$ cat src/rtl/toy_bus_age_mtx_arb.sv
// Age-matrix slot tracker with oldest-first one-hot selection and a lowest-index
// free-slot pointer. Only the upper triangle of the age matrix is stored.
module toy_bus_age_mtx_arb #(
  parameter int N       = 4,
  parameter int OUT_REG = 0,
  parameter int CNT_W   = $clog2(N+1)
) (
  input  logic             clk,
  input  logic             rst_n,
  input  logic [N-1:0]     alloc_en,
  input  logic [N-1:0]     dealloc_en,
  input  logic [N-1:0]     req,
  output logic [N-1:0]     sel_oh,
  output logic             sel_vld,
  output logic [N-1:0]     free_oh,
  output logic             full,
  output logic [N-1:0]     vld,
  output logic [CNT_W-1:0] vld_cnt,
  output logic [N*N-1:0]   age_rows,
  output logic             alloc_err
);

  localparam int NPAIR = N * (N - 1) / 2;

  // Packed index of pair (i,j), i<j, within the stored upper triangle.
  function automatic int pair_idx(input int i, input int j);
    return i * N - (i * (i + 1)) / 2 + (j - i - 1);
  endfunction

  logic [NPAIR-1:0] b_reg;
  logic [NPAIR-1:0] b_next;
  logic [N-1:0]     vld_reg;
  logic [N-1:0]     vld_next;
  logic             alloc_err_reg;
  logic             alloc_err_next;
  logic [N*N-1:0]   older;
  logic [N-1:0]     cand;
  logic [N-1:0]     sel_comb;
  logic             win;
  logic [N-1:0]     empty_slots;
  logic [CNT_W-1:0] cnt;

  genvar gi, gj;
  generate
    for (gi = 0; gi < N; gi++) begin : g_row
      for (gj = 0; gj < N; gj++) begin : g_col
        if (gi == gj) begin : g_diag
          assign older[gi*N+gj] = 1'b0;
        end else if (gi < gj) begin : g_upper
          localparam int IDX = pair_idx(gi, gj);
          // A younger allocation on j wins over i; both at once keeps lower index older.
          assign b_next[IDX] = alloc_en[gj] ? 1'b1 :
                               alloc_en[gi] ? 1'b0 : b_reg[IDX];
          assign older[gi*N+gj] = b_reg[IDX];
        end else begin : g_lower
          assign older[gi*N+gj] = ~b_reg[pair_idx(gj, gi)];
        end
      end
    end
  endgenerate

  assign vld_next       = alloc_en | (vld_reg & ~dealloc_en);
  assign alloc_err_next = alloc_err_reg | (|(alloc_en & vld_reg & ~dealloc_en));

  always_ff @(posedge clk or negedge rst_n) begin
    if (!rst_n) begin
      b_reg         <= '0;
      vld_reg       <= '0;
      alloc_err_reg <= 1'b0;
    end else begin
      b_reg         <= b_next;
      vld_reg       <= vld_next;
      alloc_err_reg <= alloc_err_next;
    end
  end

  // Stale ordering of released slots is harmless because cand masks by vld.
  always_comb begin
    cand     = req & vld_reg;
    sel_comb = '0;
    win      = 1'b0;
    for (int k = 0; k < N; k++) begin
      win = cand[k];
      for (int j = 0; j < N; j++) begin
        if (j != k && cand[j] && !older[k*N+j]) win = 1'b0;
      end
      sel_comb[k] = win;
    end
  end

  generate
    if (OUT_REG != 0) begin : g_out_reg
      logic [N-1:0] sel_reg;
      always_ff @(posedge clk or negedge rst_n) begin
        if (!rst_n) sel_reg <= '0;
        else        sel_reg <= sel_comb;
      end
      assign sel_oh = sel_reg;
    end else begin : g_out_comb
      assign sel_oh = sel_comb;
    end
  endgenerate

  always_comb begin
    cnt = '0;
    for (int k = 0; k < N; k++) cnt = cnt + CNT_W'(vld_reg[k]);
  end

  assign empty_slots = ~vld_reg;
  assign free_oh     = empty_slots & (~empty_slots + {{(N-1){1'b0}}, 1'b1});
  assign full        = &vld_reg;
  assign sel_vld     = |sel_oh;
  assign vld         = vld_reg;
  assign vld_cnt     = cnt;
  assign age_rows    = older;
  assign alloc_err   = alloc_err_reg;

endmodule
$ cat config.mk
export PLATFORM = sky130hd
export DESIGN_NAME = toy_bus_age_mtx_arb
export DESIGN_NICKNAME = d
export VERILOG_FILES = /design/src/rtl/toy_bus_age_mtx_arb.sv
export SDC_FILE = /design/constraint.sdc
export NUM_CORES = 1
export LEC_CHECK = 0
export ABC_AREA = 1
export CAP_MARGIN = 10
export CORE_MARGIN = 5
export CORE_UTILIZATION = 34
export CTS_CLUSTER_DIAMETER = 60
export DETAILED_ROUTE_END_ITERATION = 10
export PLACE_DENSITY = 0.86
export SLEW_MARGIN = 20
export SYNTH_ARGS = -nofsm -noshare
export SYNTH_HDL_FRONTEND = slang
export SYNTH_SLANG_ARGS = --single-unit
$ cat constraint.sdc
create_clock -name clk -period 2.33 [get_ports clk]
set_input_delay 0.3495 -clock clk [delete_from_list [all_inputs] [get_ports clk]]
set_output_delay 0.3495 -clock clk [all_outputs]
set_load 0.05 [all_outputs]
==> results of run 1 <==
## layout by cell type (no fill, tap or decap)
cell type        instances
a21oi_1                  1
buf_12                   7
buf_4                    5
clkbuf_1                 1
clkbuf_4                 3
clkdlybuf4s50_1         32
clkinv_1                 1
conb_1                   4
dfrtp_1                  9
dfrtp_2                  2
fa_1                     1
ha_1                     2
ha_4                     1
inv_1                   18
nand2_1                 15
nand2_2                  1
nand3_1                 12
nand4_1                  1
nor2_1                   7
nor2_2                   1
nor2_4                   3
nor3_2                   1
nor4_2                   1
o21ai_0                  9
or2_2                    1
## worst min-delay path by stage
stage | from | to | slack [ns]
6_report | rst_n | b_reg[0]$_DFFE_PN0P_ | 0.39
5_1_grt | rst_n | alloc_err$_DFF_PN0_ | 0.44
4_1_cts | rst_n | b_reg[0]$_DFFE_PN0P_ | 0.42
3_5_place_dp | alloc_err$_DFF_PN0_ | alloc_err$_DFF_PN0_ | 0.49
3_3_place_gp | alloc_err$_DFF_PN0_ | alloc_err$_DFF_PN0_ | 0.47
2_1_floorplan | rst_n | alloc_err$_DFF_PN0_ | 0.05
## power breakdown
group	switching [mW]	total, mW	leakage, nW	internal (mW)
sequential	0.0182	0.221	0.115	0.203
clock	0.0663	0.133	0.0150	0.0665
combinational	0.260	0.420	0.484	0.160
total	0.345	0.774	0.614	0.429
## final cells by class
type / count / area share, %
Multi-Input combinational cell: 61 / 28.4
Tap cell: 27 / 2.67
Sequential cell: 11 / 21.9
Clock buffer: 4 / 2.08
Inverter: 19 / 5.63
Timing Repair Buffer: 44 / 39.3
## what timing repair did
action / CTS / global route
hold buffers: 0 / 0
resized for setup: 0 / 2
setup endpoints to repair: 0 / 1
setup buffers: 0 / 1
## routing by layer
metal	vias to the layer above	global-route usage [%]	share of wire [%]
li1	372	-	-
met1	381	19.4	36
met2	61	31.1	49
met3	5	4.29	13
met4	0	6.07	1.1
met5	-	0	0
## kinds of logic after synthesis
group | Yosys count | synth area share [%]
and+or+nand+nor | 43 | 28.0
buffers and inverters | 24 | 15.8
DFF | 11 | 40.0
AOI/OAI and AO/OA | 10 | 7.27
adders and majority gates | 4 | 8.36
other | 1 | 0.545
## per-stage QoR
stage | area, µm² | utilization [%] | hold slack (ns) | setup slack [ns] | TNS (ns)
after floorplan | 732 | - | 0.0539 | -0.0863 | -0.0863
after global placement | 1220 | 62.8 | 0.475 | 0.368 | 0
after detailed placement | 1220 | 62.8 | 0.490 | 0.312 | 0
after CTS | 1240 | 64.1 | 0.416 | 0.0204 | 0
after global routing | 1270 | 65.2 | 0.441 | -0.0101 | -0.0101
final | 1270 | 65.2 | 0.395 | 0.0673 | 0
==> results.cfg, run 1 <==
[placed_design]
dp_cells = 161
routabilityCongestion = 0.845
io_buffers = 43
place_hpwl_um = 1950

[setup_path]
worstPathRequired_ns = 1.98
crit_start = vld[1]$_DFF_PN0_
critPathKind = flop to output pin
max_stage_delay_ns = 0.40
cp_max_fo = 4
cp_slowest_cell = fa_1
crit_end = vld_cnt[1]
crit_top_cell = inv_1
crit_cells = 6
worstRegToRegCells = 4
cpLargestDelayFamily = adder cells
rr_endpoint = alloc_err$_DFF_PN0_
start_kind = flop
endpoint_kind = output pin
cp_cell_sequence = inv_1 -> ha_1 -> inv_1 -> fa_1 -> ha_4 -> buf_12
reg2reg_slack_ns = 1.24
cp.arrival_ns = 1.91
r2r-start = vld[2]$_DFF_PN0_
crit_buf_inv = 3

[global_route]
antenna_found_initial = 0
grt_pass1_wl_um = 3640
grt_pass1_vias = 806
gr-usage-all-layers_pct = 17.2
grt_max_degree = 12
overflow = 0

[floorplan]
die_y_um = 55.0
die_w_um = 55.0
coreArea_mm2 = 0.00194
die_area_mm2 = 0.00302
ioPinCount = 48
start_util_pct = 35.4
fp-row-count = 16

[cts]
clk_pin_slew_ns = 0.07
htreeDepth = 1
numCtsBuffers = 3
clockBufferDepth = 2
insertion_delay_ns = 0.27
cts.sinks = 11
cts_tree = done
cts-root-buf = clkbuf_4

[synthesis]
yosysMostFrequentCell = inv_1
ys_top_cells_by_count = inv_1 (18), nand2_1 (15), nand3_1 (12), dfrtp_1 (11)
yosysTopAreaCell = dfrtp_1
netlist_area_um2 = 688
synthArstFlopShare_pct = 100
ys_seq_elements = 11
synth_top_area_share_pct = 40.0
avgSynthCellArea_um2 = 7.40
yosysWarnings = 0
ys_types = 18
synth_seq_area_share_pct = 40.0
synth_edf_count = 0
syn_inst = 93
synth_area_leaders = dfrtp_1 (40%), inv_1 (9.8%), nand3_1 (8.7%)
synth_ff_type = dfrtp_1

[sta]
setup_viol = 0
min_period_ns = 2.26
hold_violations = 0
slew_violations = 0
fmax_mhz = 442
slew_headroom_pct = 65.4
worstMarginPinSlew_ns = 0.518
finClkSkew_ns = 0.0000898
min_period_over_period_pct = 97.1

[final_layout]
area_growth_pct = 84.0
layout-drive-gt1-share_pct = 18.7
nets = 158
largest_reg_flops = 6
regArea_um2 = 278
n_antenna_cell = 0
multi_input_area_um2 = 359
nFillCells = 172
fin_cells = 166

[route]
first_iter_violations = 36
avgRoutedWirePerCell_um = 14.0
routed_wl_um = 2320
vias = 819
via_per_inst = 4.93
firstDrtPassIters = 4
ant_nets = 0
drc_errors = 0

[worst_hold_path]
worstHoldPathType = primary input to asynchronous set/reset pin

[power_and_ir_drop]
p_total_mw = 0.774
p_leak_nw = 0.614
power_density_mw_per_mm2 = 611
vdd_drop_max_uv = 313

[outcome]
status = finished clean

[job]
drv_cap = 0
Power figures use the tool's default switching activity.
==> run 2, diff against run 1 <==
--- a/config.mk
+++ b/config.mk
@@ -8,10 +8,11 @@
 export ABC_AREA = 1
 export CAP_MARGIN = 10
 export CORE_MARGIN = 5
-export CORE_UTILIZATION = 34
+export CORE_UTILIZATION = 31
 export CTS_CLUSTER_DIAMETER = 60
 export DETAILED_ROUTE_END_ITERATION = 10
-export PLACE_DENSITY = 0.86
+export PLACE_DENSITY = 0.83
+export REMOVE_ABC_BUFFERS = 1
 export SLEW_MARGIN = 20
 export SYNTH_ARGS = -nofsm -noshare
 export SYNTH_HDL_FRONTEND = slang
==> constraint.sdc (replaced) <==
create_clock -name clk -period 1.9 [get_ports clk]
set_input_delay 0.285 -clock clk [delete_from_list [all_inputs] [get_ports clk]]
set_output_delay 0.285 -clock clk [all_outputs]
set_load 0.05 [all_outputs]
==> run 2 against run 1 <==
  * The run now ends with negative setup slack left
  * Combinational power grew 39%
  * First-iteration DRC count down 67%
  * Non-clock buffer count increased by 12
  * Clock power rose by 17%
  * Worst setup slack worse by 0.23 ns
  * Hold slack lost 0.048 ns
  * Sequential share of layout area is 2.3 points lower
  * Global-route usage is 1.7 points lower
  * Register-to-register slack got worse by 0.70 ns
  * Die area is 7.9% higher
  * Highest routed layer unchanged
==> results.cfg, run 2 (synthesis gave the netlist of run 1 again) <==
[final_layout]
n_antenna_cell = 0
nFillCells = 164
multi_input_area_um2 = 377
layout_common_cells = buf_4 (24), clkdlybuf4s50_1 (20), inv_1 (16), nand2_1 (15), nand3_1 (12)
regArea_um2 = 275
fin_util_pct = 64.5
largest_reg_flops = 6
nets = 170
layout-drive-gt1-share_pct = 35.1
area_growth_pct = 103
layout_commonest_cell = buf_4

[placed_design]
io_buffers = 43
routabilityCongestion = 0.796
place_hpwl_um = 2130

[setup_path]
endpoint_kind = output pin
start_kind = flop
worstPathRequired_ns = 1.62
cp_max_fo = 2
worstRegToRegCells = 5
cp.arrival_ns = 1.78
critPathKind = flop to output pin

[route]
drc_errors = 0
via_per_inst = 4.77
first_iter_violations = 12
ant_nets = 0
vias = 853
firstDrtPassIters = 4
routed_wl_um = 2780
avgRoutedWirePerCell_um = 15.5

[job]
drv_cap = 0

[global_route]
overflow = 0
antenna_found_initial = 0
gr-usage-all-layers_pct = 15.5
grt_pass1_wl_um = 3930
grt_pass1_vias = 841
grt_max_degree = 12

[floorplan]
die_w_um = 57.1
start_util_pct = 31.7
die_y_um = 57.1
fp-row-count = 17
ioPinCount = 48
die_area_mm2 = 0.00326
coreArea_mm2 = 0.00217

[cts]
cts-root-buf = clkbuf_4
ctsHoldBuffers = 0
cts.sinks = 11
clockBufferDepth = 2
cts_tree = done
htreeDepth = 1
insertion_delay_ns = 0.26
numCtsBuffers = 3
clk_pin_slew_ns = 0.07

[outcome]
status = finished with violations
violations = negative setup slack

[sta]
hold_violations = 0
finClkSkew_ns = 0.000846
setup_viol = 3
fmax_mhz = 484
rsz0062_at_grt = yes
slew_headroom_pct = 62.4
worstMarginPinSlew_ns = 0.563
slew_violations = 0
min_period_ns = 2.07
min_period_over_period_pct = 109
setup_ws_ns = -0.166
setup_tns_ns = -0.319

[power_and_ir_drop]
power_density_mw_per_mm2 = 717
vdd_drop_max_uv = 369
p_leak_nw = 0.698

[worst_hold_path]
worstHoldPathType = primary input to asynchronous set/reset pin
run 2: changes by cell type in the layout (fill, tap and decap cells not counted), moves of 2 or more:
cell	delta
buf_12	+4
nor2_4	-3
inv_1	-2
dfrtp_1	+2
nor2_2	+3
inv_2	+2
ha_1	-2
clkdlybuf4s50_1	-12
dfrtp_2	-2
buf_4	+19
run 2: repair_timing:
action | CTS | global route
pin swaps | 0 | 5
hold endpoints to repair | 0 | 0
setup endpoints to repair | 3 | 4
resized for setup | 4 | 10
buffers inserted | 1 | 2
run 2: path summary, 6_finish.rpt:
path,end,slack [ns],start
worst min register to register,alloc_err$_DFF_PN0_,0.49,alloc_err$_DFF_PN0_
worst max register to register,vld[0]$_DFF_PN0_,0.54,vld[0]$_DFF_PN0_
worst min-delay path,b_reg[4]$_DFFE_PN0P_,0.35,rst_n
max in group asynchronous,b_reg[2]$_DFFE_PN0P_,1.23,rst_n
min in group clk,alloc_err$_DFF_PN0_,0.49,alloc_err$_DFF_PN0_
worst max-delay path,vld_cnt[1],-0.17,vld[0]$_DFF_PN0_
run 2: cell type report:
class | instances | area share [%]
repair buffers | 56 | 44.0
clock buffers | 4 | 1.88
well taps | 28 | 2.50
multi-input cells | 61 | 26.9
flip-flops and latches | 11 | 19.7
inverters | 19 | 5.09
run 2: per-stage QoR:
step           instances  hold slack (ns)  power (mW)  area, µm²  worst slack [ns]
2_1_floorplan         91          -0.0106       0.556        662             -1.04
3_5_place_dp         172            0.483       0.808       1280            0.0756
6_report             179            0.347        1.00       1400            -0.166
3_3_place_gp         172            0.485       0.797       1280             0.122
5_1_grt              179            0.382        1.05       1400            -0.215
4_1_cts              177            0.358       0.980       1340            -0.138
run 2: per-layer routing:
| layer | vias up | part of all wire (%) | global-route usage, % |
|---|---|---|---|
| met3 | 3 | 6.3 | 3.62 |
| met4 | 0 | 0.90 | 6.29 |
| met5 | - | 0 | 0 |
| met1 | 417 | 39 | 16.1 |
| li1 | 396 | - | - |
| met2 | 37 | 54 | 29.5 |
run 2: where the power goes:
part           internal (mW)  switching [mW]  leakage, nW
registers              0.249          0.0138        0.116
clock network         0.0813          0.0748       0.0150
logic                  0.236           0.349        0.567
total                  0.566           0.437        0.698
run 2: worst max-delay path: stages (launching register included):
cell     delay, ns
dfrtp_1       0.42
ha_4          0.28
inv_2         0.03
fa_2          0.37
ha_4          0.28
buf_12        0.12
==> RTL change 1: new RTL, config.mk and constraints of run 2 <==
Set the parameter `N` to 8 (it was 4).
--- a/src/rtl/toy_bus_age_mtx_arb.sv
+++ b/src/rtl/toy_bus_age_mtx_arb.sv
@@ -1,7 +1,7 @@
 // Age-matrix slot tracker with oldest-first one-hot selection and a lowest-index
 // free-slot pointer. Only the upper triangle of the age matrix is stored.
 module toy_bus_age_mtx_arb #(
-  parameter int N       = 4,
+  parameter int N       = 8,
   parameter int OUT_REG = 0,
   parameter int CNT_W   = $clog2(N+1)
 ) (
Ports: changed (8 resized); port bits go from 48 to 121. No check against the original RTL was run, so the function may have changed too.
==> RTL change 1 against run 2 <==
- the run still ends with negative setup slack left
- worst hold slack worse by 0.25 ns
- power rose to 3.4 times the old value
- synthesized area rose to 3.5 times the old value
- count of clock-buffer cells in the layout up 1
- synthesized cell count rose to 3.6 times the old value
- setup slack worse by 1.1 ns
- sequential cell count up 26
- clock power rose to 4.3 times the old value
- cell area rose to 3.2 times the old value
- combinational power rose to 3.1 times the old value
- wire length rose to 3.8 times the old value
==> RTL change 1: results (changes against run 2) <==
INFO  metric synth_common_cells = inv_1 (64), nand2_1 (62), nand3_1 (59), dfrtp_1 (37), o21ai_0 (34)
INFO  metric violations = negative setup slack
INFO  metric worst_clock_skew = 0.00855 ns (+0.00770 ns)
INFO  metric multi_input_area = 1290 sq um (+240%)
INFO  metric design.final.nets = 509 (+200%)
INFO  metric detail_route.first_pass.iterations = 5 (+1)
INFO  metric worst_skew_pair.late_latency = 0.29 ns (+0.03 ns)
INFO  metric ir_worst_vdd = 0.000701 V (+90%)
INFO  metric cts.htree.levels = 2 (+1)
INFO  metric grtUsageTotal = 21.1% (+5.6 points)
INFO  metric synth.yosys.seq_area_share = 38.4% (-1.6 points)
INFO  metric cts_made_buffers = 5 (+2)
INFO  metric total_leakage_power = 0.00229 uW (+230%)
INFO  metric detailedPlacementHpwl = 7.62 mm (+260%)
INFO  metric setup_violations = 13 (+10)
INFO  metric placed_area = 3870 sq um (+200%)
INFO  metric worst_path_max_delay_cell = fa_1
INFO  metric n_fill_cell = 662 (+300%)
INFO  metric cp.arrival = 2.90 ns (+1.12 ns)
INFO  metric global_route_wire_length_before_repair = 16.2 mm (+310%)
INFO  metric first_global_vias = 3,018 (+260%)
INFO  metric wire_per_inst = 18.4 um (+18%)
INFO  metric netSwitchingPower = 1470 uW (+240%)
INFO  metric largest_reg_flops = 28 (+22)
INFO  metric run_status = finished, violations left
INFO  metric cpPeakStageDelay = 0.53 ns (+0.11 ns)
INFO  metric routed_via_density = 5.01 (+5.2%)
INFO  metric slew-limit-headroom = 42.4% (-20 points)
INFO  metric postLayoutSetupSlackWorst = -1.29 ns (-1.12 ns)
INFO  metric grt_max_degree = 38 (+26)
INFO  metric detailed_route_iter0_violations = 366 (+354)
INFO  metric cts_root_buffer = clkbuf_8
INFO  metric finalWeightedCongestion = 0.907 (+14%)
[RTL change 1: cell count changes after synthesis, sizes merged, moves of 2 or more]
| cell | before | now |
|---|---|---|
| nor2 | 11 | 23 |
| fa | 1 | 4 |
| o21ai | 9 | 34 |
| ha | 3 | 5 |
| dfrtp | 11 | 37 |
| nand2 | 16 | 63 |
| nor3 | 1 | 8 |
| nand3 | 12 | 61 |
| buf | 5 | 25 |
| inv | 18 | 66 |
[RTL change 1: power groups by stage]
stage / registers, uW / clock network [uW] / logic (uW)
finish: 892 / 669 / 1840
global route: 899 / 706 / 1920
CTS: 888 / 673 / 1750
detailed placement: 902 / 0 / 1640
global placement: 897 / 0 / 1620
floorplan: 1100 / 0 / 692
[RTL change 1: metal layers]
metal / vias to the layer above / part of all wire, % / GRT usage [%]
met5: - / 0 / 0
met4: 0 / 2.9 / 7.67
met3: 26 / 8.5 / 5.21
met2: 153 / 49 / 35.5
met1: 1407 / 39 / 26.3
li1: 1301 / - / -
[RTL change 1: worst paths after layout]
path	from	cells past startpoint	slack, ns	to
min reg2reg	alloc_err	2	0.50	alloc_err
max in group asynchronous	rst_n	1	1.20	vld[4]
max	vld[3]	9	-1.29	vld_cnt[1]
min	rst_n	1	0.10	b_reg[11]
max reg2reg	vld[2]	7	0.58	alloc_err
min in group clk	alloc_err	2	0.50	alloc_err
[RTL change 1: cells by family after synthesis]
group	Yosys count	share of synthesized area (%)
other	1	0.156
adder cells (fa/ha/maj)	9	5.92
AND/OR/NAND/NOR	157	29.2
AO/OA/AOI/OAI	36	7.52
flip-flops	37	38.4
XOR/XNOR	1	0.363
buffers and inverters	91	18.5
[RTL change 1: cell type report]
class	instances	share of cell area [%]
inverter	66	5.97
tap	102	2.89
multi-input combinational	211	29.1
clock inverter	2	0.792
sequential	37	21.0
clock buffer	5	1.56
timing repair buffer	153	38.7
[RTL change 1: metrics by stage]
step	std cells	total power (uW)	setup WS, ns	TNS [ns]
after CTS	574	3310	-1.30	-4.99
after floorplan	314	1790	-1.73	-9.60
after global routing	576	3530	-1.38	-6.07
after detailed placement	556	2540	-1.05	-3.47
after global placement	556	2520	-0.970	-3.18
final	576	3400	-1.29	-5.08
[RTL change 1: what timing repair did]
| action | 4_1_cts | 5_1_grt |
|---|---|---|
| buffers inserted | 11 | 5 |
| gates cloned | 0 | 1 |
| gates resized for setup | 44 | 58 |
| endpoints found under the setup margin | 16 | 18 |
| pin swaps | 11 | 15 |
==> RTL change 2: new RTL, flow settings as in run 2 <==
Without the edit above. Register the output `vld_cnt`, cleared by the reset; this adds one clock of latency there. The other outputs are not delayed to match.
--- a/src/rtl/toy_bus_age_mtx_arb.sv
+++ b/src/rtl/toy_bus_age_mtx_arb.sv
@@ -111,7 +111,13 @@
   assign full        = &vld_reg;
   assign sel_vld     = |sel_oh;
   assign vld         = vld_reg;
-  assign vld_cnt     = cnt;
+  always_ff @(posedge clk or negedge rst_n) begin
+    if (!rst_n) begin
+      vld_cnt <= '0;
+    end else begin
+      vld_cnt <= cnt;
+    end
+  end
   assign age_rows    = older;
   assign alloc_err   = alloc_err_reg;
 
Behaviour: not the same (Yosys sat finds a counterexample within 4 cycles, from zero or initial values and one cycle with rst_n low).
==> RTL change 2 against run 2 <==
- power grew 6.3%
- sequential cell count up 3
- critical path type is now in -> out
- combinational power is 13% lower
- non-clock buffer count shrank 9
- via count down 3.2%
- setup slack gained 0.27 ns
- register-to-register slack worse by 0.39 ns
- maximum frequency up 15%
- synthesized area rose by 13%
- sequential power up 32%
- clock skew grew 0.0017 ns
- utilization decreased by 8.8 points
- wire length shrank 11%
- cell area fell by 3.2%
==> RTL change 2: results (changes against run 2) <==
INFO  metric run_status = completed
INFO  metric ir_worst_vdd = 0.000553 V (+50%)
INFO  metric grtUsageMet3 = 2.81% (-0.81 points)
INFO  metric netlist-cell-type-count = 17 (-1)
INFO  metric design.final.nets = 167 (-1.8%)
INFO  metric wl_met2 = 1.14 mm (-25%)
INFO  metric grt_max_degree = 15 (+3)
INFO  metric place_ws = 0.115 ns (+0.0390 ns)
INFO  metric global_route_wire_length_before_repair = 3.85 mm (-2.1%)
INFO  metric p_seq_share = 32.5% (+6.4 points)
INFO  metric post_cts.repair.setup_buffers = 0 (-1)
INFO  metric n_fill_cell = 224 (+37%)
INFO  metric finalWeightedCongestion = 0.954 (+20%)
INFO  metric cp.arrival = 1.51 ns (-0.27 ns)
INFO  metric synth_fa_ha_area_share = 9.02% (+0.65 points)
INFO  metric comb_power = 509 uW (-13%)
INFO  metric p_int = 625 uW (+10%)
INFO  metric number_of_cells_in_the_finished_layout_apart_from_fillers = 177 (-1.1%)
INFO  metric global_route.usage.met1 = 17.8% (+1.7 points)
INFO  metric first_global_vias = 817 (-2.9%)
INFO  metric synthTopCellsByArea = dfrtp_1 (45%), inv_1 (9.2%), nand3_1 (7.7%)
INFO  metric dr_wl_met3 = 265 um (+51%)
INFO  metric vias = 826 (-3.2%)
INFO  metric cpPeakStageDelay = 0.53 ns (+0.11 ns)
INFO  metric worst_skew_pair.late_latency = 0.28 ns (+0.02 ns)
INFO  metric ratio_of_cells_with_drive_above_1_in_the_final_layout = 22.4% (-13 points)
[RTL change 2: layout make-up]
type / count / area share, %
timing repair buffer: 47 / 38.6
sequential: 14 / 25.9
multi-input combinational: 62 / 24.5
inverter: 20 / 5.54
tap: 30 / 2.77
clock buffer: 4 / 2.68
[RTL change 2: timing repair]
action	CTS	global route
hold buffers	0	0
gates resized for setup	0	2
setup endpoints to repair	0	2
[RTL change 2: path summary, 6_finish.rpt]
check | slack [ns] | cells past startpoint | endpoint | start
min in group clk | 0.50 | 2 | alloc_err | alloc_err
min | 0.38 | 1 | b_reg[2] | rst_n
max | 0.11 | 8 | sel_vld | req[3]
max in group asynchronous | 1.09 | 1 | vld[2] | rst_n
min reg2reg | 0.50 | 2 | alloc_err | alloc_err
max reg2reg | 0.15 | 5 | vld_cnt[1] | vld[3]
